## src/rtl/inertial_frame_loader.sv

```systemverilog
// Streams one frame of IMU samples into the network input memory, pulses start,
// waits for done and holds the captured position. INERTIAL_LOADER_TIMEOUT_EN adds a done watchdog.
module inertial_frame_loader #(
  parameter int DATA_WIDTH       = 16,
  parameter int INPUT_ADDR_WIDTH = 6,
  parameter int NUM_SAMPLES      = 60,
  parameter int TIMEOUT_CYCLES   = 1000000
) (
  input  logic                        clk,
  input  logic                        rst_n,
  input  logic                        s_valid,
  input  logic [DATA_WIDTH-1:0]       s_data,
  output logic                        s_ready,
  output logic [INPUT_ADDR_WIDTH-1:0] input_write_address,
  output logic [DATA_WIDTH-1:0]       input_write_data,
  output logic                        input_write_enable,
  output logic                        start_inertial,
  input  logic                        done_inertial,
  input  logic [DATA_WIDTH-1:0]       X_position,
  input  logic [DATA_WIDTH-1:0]       y_position,
  input  logic [DATA_WIDTH-1:0]       z_position,
  output logic                        m_valid,
  output logic [DATA_WIDTH-1:0]       m_x,
  output logic [DATA_WIDTH-1:0]       m_y,
  output logic [DATA_WIDTH-1:0]       m_z,
  input  logic                        m_ready,
  output logic                        busy,
  output logic                        timeout_err
);

  if (NUM_SAMPLES < 1 || NUM_SAMPLES > (1 << INPUT_ADDR_WIDTH) || TIMEOUT_CYCLES < 1) begin : g_bad_cfg
    $error("inertial_frame_loader: illegal parameter combination");
  end

  typedef enum logic [2:0] {
    IDLE, LOAD, DRAIN, START, WAIT, CAPTURE, RESULT
  } state_t;

  localparam logic [INPUT_ADDR_WIDTH-1:0] LAST_ADDR = INPUT_ADDR_WIDTH'(NUM_SAMPLES - 1);

  state_t                        state_q, state_d;
  logic [INPUT_ADDR_WIDTH-1:0]   cnt_q, cnt_d;
  logic                          s_ready_q, s_ready_d;
  logic                          we_q, we_d;
  logic [INPUT_ADDR_WIDTH-1:0]   waddr_q, waddr_d;
  logic [DATA_WIDTH-1:0]         wdata_q, wdata_d;
  logic [DATA_WIDTH-1:0]         mx_q, mx_d, my_q, my_d, mz_q, mz_d;
  logic                          accept;
  logic                          last;
  logic                          tmo_hit;

  assign accept = s_valid & s_ready_q;
  assign last   = (cnt_q == LAST_ADDR);

`ifdef INERTIAL_LOADER_TIMEOUT_EN
  logic [31:0] tcnt_q, tcnt_d;
  logic        err_q, err_d;

  always_comb begin
    tcnt_d  = tcnt_q;
    tmo_hit = 1'b0;
    if (state_q == START) begin
      tcnt_d = '0;
    end else if (state_q == WAIT) begin
      tcnt_d  = tcnt_q + 32'd1;
      tmo_hit = !done_inertial && (tcnt_d >= 32'(TIMEOUT_CYCLES));
    end
    err_d = err_q;
    if (accept) begin
      err_d = 1'b0;
    end else if (tmo_hit) begin
      err_d = 1'b1;
    end
  end

  always_ff @(posedge clk or negedge rst_n) begin
    if (!rst_n) begin
      tcnt_q <= '0;
      err_q  <= 1'b0;
    end else begin
      tcnt_q <= tcnt_d;
      err_q  <= err_d;
    end
  end

  assign timeout_err = err_q;
`else
  assign tmo_hit     = 1'b0;
  assign timeout_err = 1'b0;
`endif

  always_comb begin
    state_d = state_q;
    cnt_d   = cnt_q;
    we_d    = 1'b0;
    waddr_d = waddr_q;
    wdata_d = wdata_q;
    mx_d    = mx_q;
    my_d    = my_q;
    mz_d    = mz_q;

    if (accept) begin
      we_d    = 1'b1;
      waddr_d = cnt_q;
      wdata_d = s_data;
      cnt_d   = last ? '0 : cnt_q + 1'b1;
    end

    case (state_q)
      IDLE:    if (accept) state_d = last ? DRAIN : LOAD;
      LOAD:    if (accept && last) state_d = DRAIN;
      DRAIN:   state_d = START;
      START:   state_d = WAIT;
      WAIT: begin
        if (done_inertial) begin
          state_d = CAPTURE;
        end else if (tmo_hit) begin
          state_d = IDLE;
        end
      end
      CAPTURE: begin
        mx_d    = X_position;
        my_d    = y_position;
        mz_d    = z_position;
        state_d = RESULT;
      end
      RESULT:  if (m_ready) state_d = IDLE;
      default: state_d = IDLE;
    endcase

    // Registered from the next state so s_ready is low while in reset and
    // rises in the first cycle after release.
    s_ready_d = (state_d == IDLE) || (state_d == LOAD);
  end

  always_ff @(posedge clk or negedge rst_n) begin
    if (!rst_n) begin
      state_q   <= IDLE;
      cnt_q     <= '0;
      s_ready_q <= 1'b0;
      we_q      <= 1'b0;
      waddr_q   <= '0;
      wdata_q   <= '0;
      mx_q      <= '0;
      my_q      <= '0;
      mz_q      <= '0;
    end else begin
      state_q   <= state_d;
      cnt_q     <= cnt_d;
      s_ready_q <= s_ready_d;
      we_q      <= we_d;
      waddr_q   <= waddr_d;
      wdata_q   <= wdata_d;
      mx_q      <= mx_d;
      my_q      <= my_d;
      mz_q      <= mz_d;
    end
  end

  assign s_ready             = s_ready_q;
  assign input_write_address = waddr_q;
  assign input_write_data    = wdata_q;
  assign input_write_enable  = we_q;
  assign start_inertial      = (state_q == START);
  assign m_valid             = (state_q == RESULT);
  assign m_x                 = mx_q;
  assign m_y                 = my_q;
  assign m_z                 = mz_q;
  assign busy                = (state_q != IDLE);

endmodule

```

## config.mk

```make
export PLATFORM = sky130hd
export DESIGN_NAME = inertial_frame_loader
export DESIGN_NICKNAME = d
export VERILOG_FILES = /design/src/rtl/inertial_frame_loader.sv
export SDC_FILE = /design/constraint.sdc
export NUM_CORES = 1
export LEC_CHECK = 0
export CAP_MARGIN = 20
export CELL_PAD_IN_SITES_DETAIL_PLACEMENT = 0
export CELL_PAD_IN_SITES_GLOBAL_PLACEMENT = 1
export CORE_UTILIZATION = 32
export CTS_BUF_LIST = sky130_fd_sc_hd__clkbuf_4
export DETAILED_ROUTE_END_ITERATION = 6
export PLACE_DENSITY_LB_ADDON = 0.1
export SYNTH_ARGS = -nofsm -noshare
export SYNTH_HDL_FRONTEND = slang
export SYNTH_SLANG_ARGS = --single-unit
```

## constraint.sdc

```tcl
create_clock -name clk -period 1.7 [get_ports clk]
set_clock_uncertainty 0.1 [all_clocks]
set_input_delay 0.255 -clock clk [delete_from_list [all_inputs] [get_ports clk]]
set_output_delay 0.255 -clock clk [all_outputs]
set_load 0.02 [all_outputs]
```

## Word level (Yosys, flattened, before mapping)

Index checks and enable logic that the tools add are counted.

- Memory bits (writable): 0
- Memories: 0
- Register bits: 81
- Bits in latches: 0
- Bits of input ports: 69
- ROM bits: 0
- Output and inout bits: 76

- Add/subtract/negate cells: 1
- Order comparisons: 0
- Equal/unequal tests: 8
- Shifts and indexed selects: 0
- Bitwise operators: 1
- Div/mod/pow operators: 0
- Muxes and demuxes: 8
- Reductions and logical operators: 5
- Multipliers: 0

Operators with widths:

| kind | number |
|---|---|
| $pmux W3 S7 | 1 |
| $mux W3 | 4 |
| $eq A3 B3 Y1 const B | 3 |
| $add A6 B1 Y6 const B | 1 |
| $eq A3 B1 Y1 const B | 2 |
| $eq A3 B2 Y1 const B | 2 |
| $eq A6 B6 Y1 const B | 1 |
| $logic_not A3 Y1 | 2 |
| $mux W6 | 1 |
| $reduce_bool A3 Y1 | 1 |
| $mux W2 | 1 |
| $and A1 B1 Y1 | 1 |
| $logic_and A1 B1 Y1 | 1 |
| $logic_or A1 B1 Y1 | 1 |
| $mux W1 | 1 |

## Longest topological paths before layout

Gate-level depths: netlist (run 1).

- Depth in word-level cells: 6
- Depth in mapped cells: 5
- Mapped depth without buffers: 4

## Worst setup path after synthesis (run 1)

No wires, ideal clock.

- Kind: register to register
- From: register s_ready_q, in the netlist s_ready
- To: register state_q[0]
- Setup time: 0.067 ns
- Required time: 1.533 ns
- Stages on the path, launching flop included: 5
- Arrival time: 1.287 ns
- Path buffers: 1
- Slack: 0.246 ns
- Cell sequence: dfrtp_1 nand2_1 clkbuf_1 a2111oi_1 a311o_1

- Cells in the longest elaborated chain, start to end: 4
- Elaborated cells between the ends (all ways): 5
- Classes of those cells: mux: 3; bitwise: 1; reduce/logical: 1

Ends and longest elaborated chain:

| what | RTL line | text |
|---|---|---|
| start: declaration | 43 | `logic s_ready_q, s_ready_d;` |
| start signal: assignment | 150 | `s_ready_q <= s_ready_d;` |
| $and A1 B1 Y1 * | 52 | `assign accept = s_valid & s_ready_q;` |
| $logic_and A1 B1 Y1 | 111 | `LOAD: if (accept && last) state_d = DRAIN;` |
| $mux W3 | 111 |  |
| $pmux W3 S7 * | 109 | `case (state_q)` |
| via state_d[0] | 41 | `state_t state_q, state_d;` |
| end signal: assignment | 148 | `state_q <= state_d;` |
| end: declaration | 41 |  |

The timed path passes the listed nets; every way through them passes the cells marked *.
A chain may end at the register's enable or synchronous reset.

## Final worst setup path (run 1)

- From: register state_q[1]
- To: output port busy

- Cells in the longest elaborated chain, start to end: 1

Ends and longest elaborated chain:

| what | RTL line | text |
|---|---|---|
| $reduce_bool A3 Y1 | 169 | `assign busy = (state_q != IDLE);` |
| end: declaration | 27 | `output logic busy,` |

Every way passes these cells.

==> reports/results.txt, run 1 <==
CTS tree: yes
failing checks: setup timing
# diodes: 0
final setup violation count: 1
Ports: 145
commonest cells after routing, fill and taps aside: 81 x dfrtp_1, 72 x dlygate4sd2_1, 71 x nand2_1
sequential share of the synthesized area: 0.6323
DR WL met3: 535 um
Max Used Layer: met4
vias per cell: 4.440
Final min period: 1.702 ns
clock buffers created by TritonCTS: 9
Reg power frac: 0.366
Yosys warning total: 0
slowest CP cell: dfrtp_1
fin area: 5107 um2
Syn Area/Cell: 12.38 um2
Sw Share: 0.3869
Synth cell types: 31
H-tree Lvls: 3
maximum vdd drop: 899.3 uV
die area: 10420 um2
Routed Antenna Nets: 0
fin worst setup slack: -0.002068 ns
cell family with most CP delay: flip-flops
RSZ-0062 raised after global routing: yes
Placed Cells: 539
FMAX: 0.5875 GHz
Critical Path AT: 1.35 ns
internal power: 5628 uW
DRC Markers: 0
Final HPWL DP: 5680 um
NetSw: 3552 uW
CTS sink count: 81
Top FF cell, synth: dfrtp_1
# rows: 36
status: complete, but fails checks
commonest non-fill, non-tap cell in the layout: dfrtp_1
first-pass GRT wire length: 12340 um
type of the worst min-delay path: primary input to asynchronous set/reset pin
Synth top area share: 0.6323
initial antenna violation count: 0
flops & latches, synth: 81
Syn Nets: 329
share of layout cells above drive strength 1: 0.1721
Port Buffers: 143
DR WL met2: 3927 um
crit path launch type: register
post-place setup slack: -0.03442 ns
GP Congestion: 0.8160
leading area contributor after synthesis: dfrtp_1
Reg clk slew, reported paths: 0.13 ns
DIE HEIGHT: 102.1 um
Routed WL per cell: 14.67 um
Final Cycle Share: 1.001
power share of the combinational group: 0.493
Worst-Skew Late Latency: 0.41 ns
Clock Tree Buf Depth: 2
CTS root buffer: clkbuf_4
grt ovf: 0
nets@finish: 495
top cells by area, synth: dfrtp_1 63%, mux2_1 12%, nand2_1 8.3%
Final TNS setup: -0.002068 ns
routed wire length: 8261 um
Async S/R FF share, synth: 1.000
Post-DP Area: 4886 um2
Hold Fails Final Rpt: 0
Finished Layout Cells: 563
DR iter-0 viols: 43
crit end category: output pin
CP required: 1.34 ns
P_leak: 0.002473 uW
Max stage delay on crit path: 0.42 ns
all-layer global routing usage: 0.1553
WS Path Type: register to output pin
total iterations of the first detailed-routing run: 4
Core ar.: 9729 um2
CP Cell Sequence: or3_1 > buf_6
Syn Inst Count: 259
Routed met1 length: 3654 um
routed via count: 2500
largest net degree at the start of global routing: 36
vias in the first global route: 2387
Power Dens Cells: 1797 nW/um2
CP Max Fanout: 2
final core occ: 0.5249
Post-synth EDFFs: 0
area growth from synthesis to layout: 59.33%
Starting Density: 0.3295
fillers: 922
Final Max Slew Viols: 0
clock share of power: 0.141
CP bufs+invs: 1
maxcap violations: 0
Cell Area, Synth: 3206 um2
Die W: 102.1 um
logic make-up after synthesis:
logic type                 synth area share
muxes                                0.1686
AOI/OAI and AO/OA                   0.03825
other                              0.001170
DFF                                  0.6323
buffers and inverters               0.03318
and+or+nand+nor                      0.1226
adders and majority gates          0.003903
synthesized netlist by cell type (4+ instances only):
master    number
dfrtp_1       81
nand2_1       71
mux2_1        34
mux2_2        14
clkbuf_1       5
o21ai_0        5
buf_2          4
nand3_1        4
nor2_1         4
worst reg2reg max path, delay by kind of cell (launching register included):
family / cells / cell delay (ns)
muxes: 1 / 0.31
and+or+nand+nor: 1 / 0.16
buffers and inverters: 4 / 0.57
DFF: 1 / 0.42
registers in the layout (all words and copies together), names as in the netlist, 3 cells and up:
| register | flops |
|---|---|
| m_x | 16 |
| m_y | 16 |
| cnt_q | 6 |
| input_write_data | 16 |
| m_z | 16 |
| state_q | 3 |
| input_write_address | 6 |
final cells by class:
type                    instances  area (um2)  share of cell area
flip-flops and latches         81        2027              0.3969
repair buffers                170        1627              0.3185
multi-input cells             160        1114              0.2180
well taps                     133       166.4             0.03258
clock buffers                  11       82.58             0.01617
clock inverters                 5       80.08             0.01568
inverters                       3       11.26            0.002205
final timing paths:
check / startpoint / end / slack (ns) / cells past startpoint
max in group asynchronous: rst_n / m_z[9] / 0.78 / 3
min in group clk: s_data[5] / input_write_data[5] / 0.26 / 3
min reg2reg: input_write_data[3] / input_write_data[3] / 0.38 / 2
max reg2reg: state_q[1] / m_x[4] / 0.04 / 6
min: rst_n / m_x[0] / 0.19 / 2
max: state_q[1] / busy / -0.002 / 2
per-layer routing:
| metal | up-vias | global-route usage |
|---|---|---|
| li1 | 1203 | - |
| met1 | 1203 | 0.2085 |
| met2 | 83 | 0.2483 |
| met3 | 11 | 0.03146 |
| met4 | 0 | 0.05824 |
| met5 | - | 0 |
power groups by stage:
stage | combinational, uW | sequential [uW] | clock, uW
finish | 4530 | 3360 | 1290
floorplan | 1390 | 4450 | 0
detailed placement | 4860 | 3450 | 0
global route | 4910 | 3500 | 1420
CTS | 4470 | 3360 | 1340
global placement | 4810 | 3420 | 0
through the flow:
stage / total power (uW) / hold slack (ns)
after global placement: 8228 / 0.08515
after floorplan: 5839 / -0.1406
final: 9179 / 0.1946
after global routing: 9827 / 0.1986
after CTS: 9170 / 0.1596
after detailed placement: 8310 / 0.08249
timing repair:
action                     in CTS  in global routing
hold endpoints to repair       81                  0
setup endpoints to repair      75                 39
resized for setup              97                  4
cloned                          0                  3
buffers inserted                3                  1
hold buffers                    1                  0
pin swaps                       0                  1
Power figures use the tool's default switching activity.
==> inputs of run 2 (changes only) <==
- ABC_CLOCK_PERIOD_IN_PS: unset -> 1700
- CORE_MARGIN: unset -> 3
==> reports/results.txt, run 2 (synthesis results as in run 1) <==
Final Max Slew Viols: 0 (unchanged)
WS Path Type: register to output pin (unchanged)
Routed Antenna Nets: 0 (unchanged)
clock buffers created by TritonCTS: 9 (unchanged)
met3 Usage GRT: 0.04675 (was 0.03146)
maximum vdd drop: 771.6 uV (was 899.3 uV)
Clock Tree Buf Depth: 2 (unchanged)
total iterations of the first detailed-routing run: 4 (unchanged)
final core occ: 0.5364 (was 0.5249)
maxcap violations: 0 (unchanged)
Die W: 106.1 um (was 102.1 um)
status: complete, but fails checks (unchanged)
Final HPWL DP: 5809 um (was 5680 um)
type of the worst min-delay path: primary input to asynchronous set/reset pin (unchanged)
CTS tree: yes (unchanged)
# diodes: 0 (unchanged)
commonest cells after routing, fill and taps aside: 79 x dfrtp_1, 72 x dlygate4sd2_1, 70 x nand2_1 (was 81 x dfrtp_1, 72 x dlygate4sd2_1, 71 x nand2_1)
crit path launch type: register (unchanged)
largest net degree at the start of global routing: 49 (was 36)
failing checks: setup timing (unchanged)
share of layout cells above drive strength 1: 0.1976 (was 0.1721)
initial antenna violation count: 0 (unchanged)
# rows: 35 (was 36)
CP Max Fanout: 2 (unchanged)
met1 Use GR: 0.1761 (was 0.2085)
Final Cycle Share: 1.018 (was 1.001)
Core ar.: 9503 um2 (was 9729 um2)
register area: 2029 um2 (was 2027 um2)
Routed WL per cell: 15.46 um (was 14.67 um)
routed wire length: 8563 um (was 8261 um)
fillers: 909 (was 922)
vias in the first global route: 2375 (was 2387)
fin area: 5097 um2 (was 5107 um2)
nets@finish: 490 (was 495)
all-layer global routing usage: 0.1418 (was 0.1553)
Worst-Skew Late Latency: 0.41 ns (about the same)
gr busiest metal: met2 (unchanged)
final setup violation count: 1 (unchanged)
H-tree Lvls: 3 (unchanged)
DR iter-0 viols: 46 (was 43)
routing usage on met2: 0.2400 (was 0.2483)
area growth from synthesis to layout: 59.02% (was 59.33%)
crit end category: output pin (unchanged)
vias per cell: 4.543 (was 4.440)
Critical Path AT: 1.38 ns (was 1.35 ns)
Finished Layout Cells: 554 (was 563)
routed via count: 2517 (was 2500)
Ports: 145 (unchanged)
Starting Density: 0.3373 (was 0.3295)
CP required: 1.34 ns (about the same)
Reg clk slew, reported paths: 0.14 ns (was 0.13 ns)
Multi-input gate area: 1159 um2 (was 1114 um2)
CTS sink count: 81 (unchanged)
Post-DP Area: 4823 um2 (was 4886 um2)
DIE HEIGHT: 106.1 um (was 102.1 um)
DRC Markers: 0 (unchanged)
commonest non-fill, non-tap cell in the layout: dfrtp_1 (unchanged)
Hold Fails Final Rpt: 0 (unchanged)
die area: 11250 um2 (was 10420 um2)
RSZ-0062 raised after global routing: yes (unchanged)
Placed Cells: 529 (was 539)
CTS root buffer: clkbuf_4 (unchanged)
Final min period: 1.731 ns (was 1.702 ns)
Port Buffers: 143 (unchanged)
GP Congestion: 0.7765 (was 0.8160)
first-pass GRT wire length: 12540 um (was 12340 um)
Power Dens Cells: 1802 nW/um2 (was 1797 nW/um2)
grt ovf: 0 (unchanged)
P_leak: 0.002478 uW (was 0.002473 uW)
fin worst setup slack: -0.03127 ns (was -0.002068 ns)
FMAX: 0.5776 GHz (was 0.5875 GHz)
-- run 2: stage by stage --
step	setup slack, ns	TNS [ns]	hold slack, ns	total power (uW)
global route	-0.1027	-0.3227	0.1904	9784
floorplan	0.2456	0	-0.1406	5839
finish	-0.03127	-0.03127	0.2036	9183
global placement	0.01043	0	0.1395	8196
detailed placement	-0.02322	-0.02325	0.1417	8265
CTS	-0.06462	-0.09880	0.1919	8833
-- run 2: what timing repair did --
action | CTS | global route
cloned | 0 | 4
gates resized for setup | 89 | 34
endpoints found under the hold margin | 33 | 0
endpoints found under the setup margin | 75 | 50
hold buffers | 1 | 0
setup buffers | 1 | 3
pin swaps | 0 | 2
-- run 2: worst paths after layout --
path                                      from                  end  slack, ns  cells past startpoint
max                                 state_q[1]                 busy      -0.03                      2
min                                      rst_n               m_x[3]       0.20                      2
max reg2reg                         state_q[1]              m_x[14]       0.02                      6
min reg2reg                input_write_data[5]  input_write_data[5]       0.38                      2
max in group asynchronous                rst_n  input_write_data[8]       0.68                      3
min in group clk                     s_data[2]  input_write_data[2]       0.25                      3
-- run 2: report_power, final --
group | internal (uW) | switching, uW | total (uW)
logic | 2220 | 2420 | 4650
registers | 2870 | 513 | 3390
clock network | 471 | 680 | 1150
-- run 2: metal layers --
metal | vias to the layer above | wire length (um)
met5 | - | 0
li1 | 1198 | -
met2 | 86 | 4331
met4 | 0 | 46
met1 | 1229 | 3662
met3 | 4 | 523
-- run 2: layout make-up --
type / count / share of cell area
sequential: 81 / 0.3981
timing repair buffer: 165 / 0.3127
multi-input combinational: 160 / 0.2273
tap: 129 / 0.03166
clock buffer: 10 / 0.01473
clock inverter: 6 / 0.01325
inverter: 3 / 0.002209
-- run 2: critical path, cell delays in order, from the launching register on --
cell and delay (ns):
dfrtp_2 0.45, or3_4 0.39, buf_6 0.14
==> edit (settings of run 1) <==
Encoding of `state_t`: now one-hot (7 bits for 7 states).
--- a/src/rtl/inertial_frame_loader.sv
+++ b/src/rtl/inertial_frame_loader.sv
@@ -33,6 +33,6 @@
   end
 
-  typedef enum logic [2:0] {
-    IDLE, LOAD, DRAIN, START, WAIT, CAPTURE, RESULT
+  typedef enum logic [6:0] {
+    IDLE = 7'b0000001, LOAD = 7'b0000010, DRAIN = 7'b0000100, START = 7'b0001000, WAIT = 7'b0010000, CAPTURE = 7'b0100000, RESULT = 7'b1000000
   } state_t;
 
Formal check against the unedited RTL: same outputs for any inputs over 10 cycles, from zero or initial values and one cycle with rst_n low; not proved beyond that.
==> edit against run 1 <==
Sequential cell count rose by 4. Sequential power fell by 24%. The run still ends with setup timing left. Total power decreased by 34%. Wire length grew 4.4%. Register-to-register slack worse by 0.26 ns. Synthesized area is 5.8% higher. Setup slack got worse by 0.33 ns. Design area is 13% higher. Final cell count up 2.5%.
==> edit: results (changes against run 1) <==
[status]
outcome = finished, violations left
violations = setup timing

[setup_path]
cp.arrival_ns = 1.67  ; +0.32 ns
cp_slowest_stage_delay_ns = 0.56  ; +0.14 ns
cp_top_family = simple AND/OR/NAND/NOR gates
r2r-end = state_q[0]
endpoint = m_valid
rrSetupSlack_ns = -0.22  ; -0.26 ns

[place]
place.gp.congestion = 0.790  ; -3.2%
dpl-instance-area_um2 = 5250  ; +7.5%
placedCellCount = 537  ; -0.37%
hpwl_mm = 5.46  ; -3.8%

[routing]
vias_per_cell = 4.62  ; +4.1%
drt_first_iter_violations = 57  ; +33%
routed_wirelength_mm = 8.63  ; +4.4%

[global_routing]
grt_pass1_vias = 2788  ; +17%
grt_usage_pct = 16.8  ; +1.3 points

[logic_synthesis]
synth_nets = 306  ; -7.0%
ys_types = 40  ; +29%
synth_seq_cells = 85  ; +4.9%
seq_area_frac_synth_pct = 62.8  ; -0.46 points

[finish]
nMultiInputCombCells = 137  ; -14%
nFillCells = 926  ; +0.43%
clock_area_share_pct = 2.31  ; -0.87 points
n_all_inverters = 4  ; +1

[floorplan]
core_um2 = 10300  ; +5.6%

[sta]
postLayoutSetupSlackWorst_ns = -0.330  ; -0.328 ns
whs_ns = 0.315  ; +0.120 ns
setup_viol = 53  ; +52

[pwr]
seq_power_w = 0.00257  ; -24%
intPower_w = 0.00406  ; -28%
power.leakage_nw = 2.62  ; +5.8%
powerClk_w = 0.00115  ; -11%
irDropWorstVdd_uv = 563  ; -37%

[clock_network]
cts_resized = 115  ; +19%

==> edit: changes by cell type in the layout (fill, tap and decap cells not counted), sizes merged, moves of 3 or more <==
cell,run 1,this run
buf,28,59
nor3,1,4
dfrtp,81,84
nor2,4,8
nand2,71,10
mux2,48,70
or3,3,0
==> edit: cell families (layout without fill, tap and decap cells) <==
| family | after synthesis | in the layout | synth area share, % |
|---|---|---|---|
| compound gates | 21 | 21 | 4.28 |
| xor+xnor | 2 | 2 | 0.517 |
| fa+ha+maj | 1 | 1 | 0.369 |
| buf+inv | 14 | 219 | 1.96 |
| flops | 85 | 85 | 62.8 |
| mux | 70 | 70 | 23.2 |
| other cells | 1 | 1 | 0.111 |
| simple gates | 42 | 42 | 6.75 |
==> edit: routing by layer <==
metal | vias to the layer above | routed length (um) | GRT usage [%]
li1 | 1242 | - | -
met1 | 1316 | 3910 | 22.1
met2 | 96 | 4060 | 26.7
met3 | 12 | 526 | 4.12
met4 | 0 | 133 | 6.64
met5 | - | 0 | 0
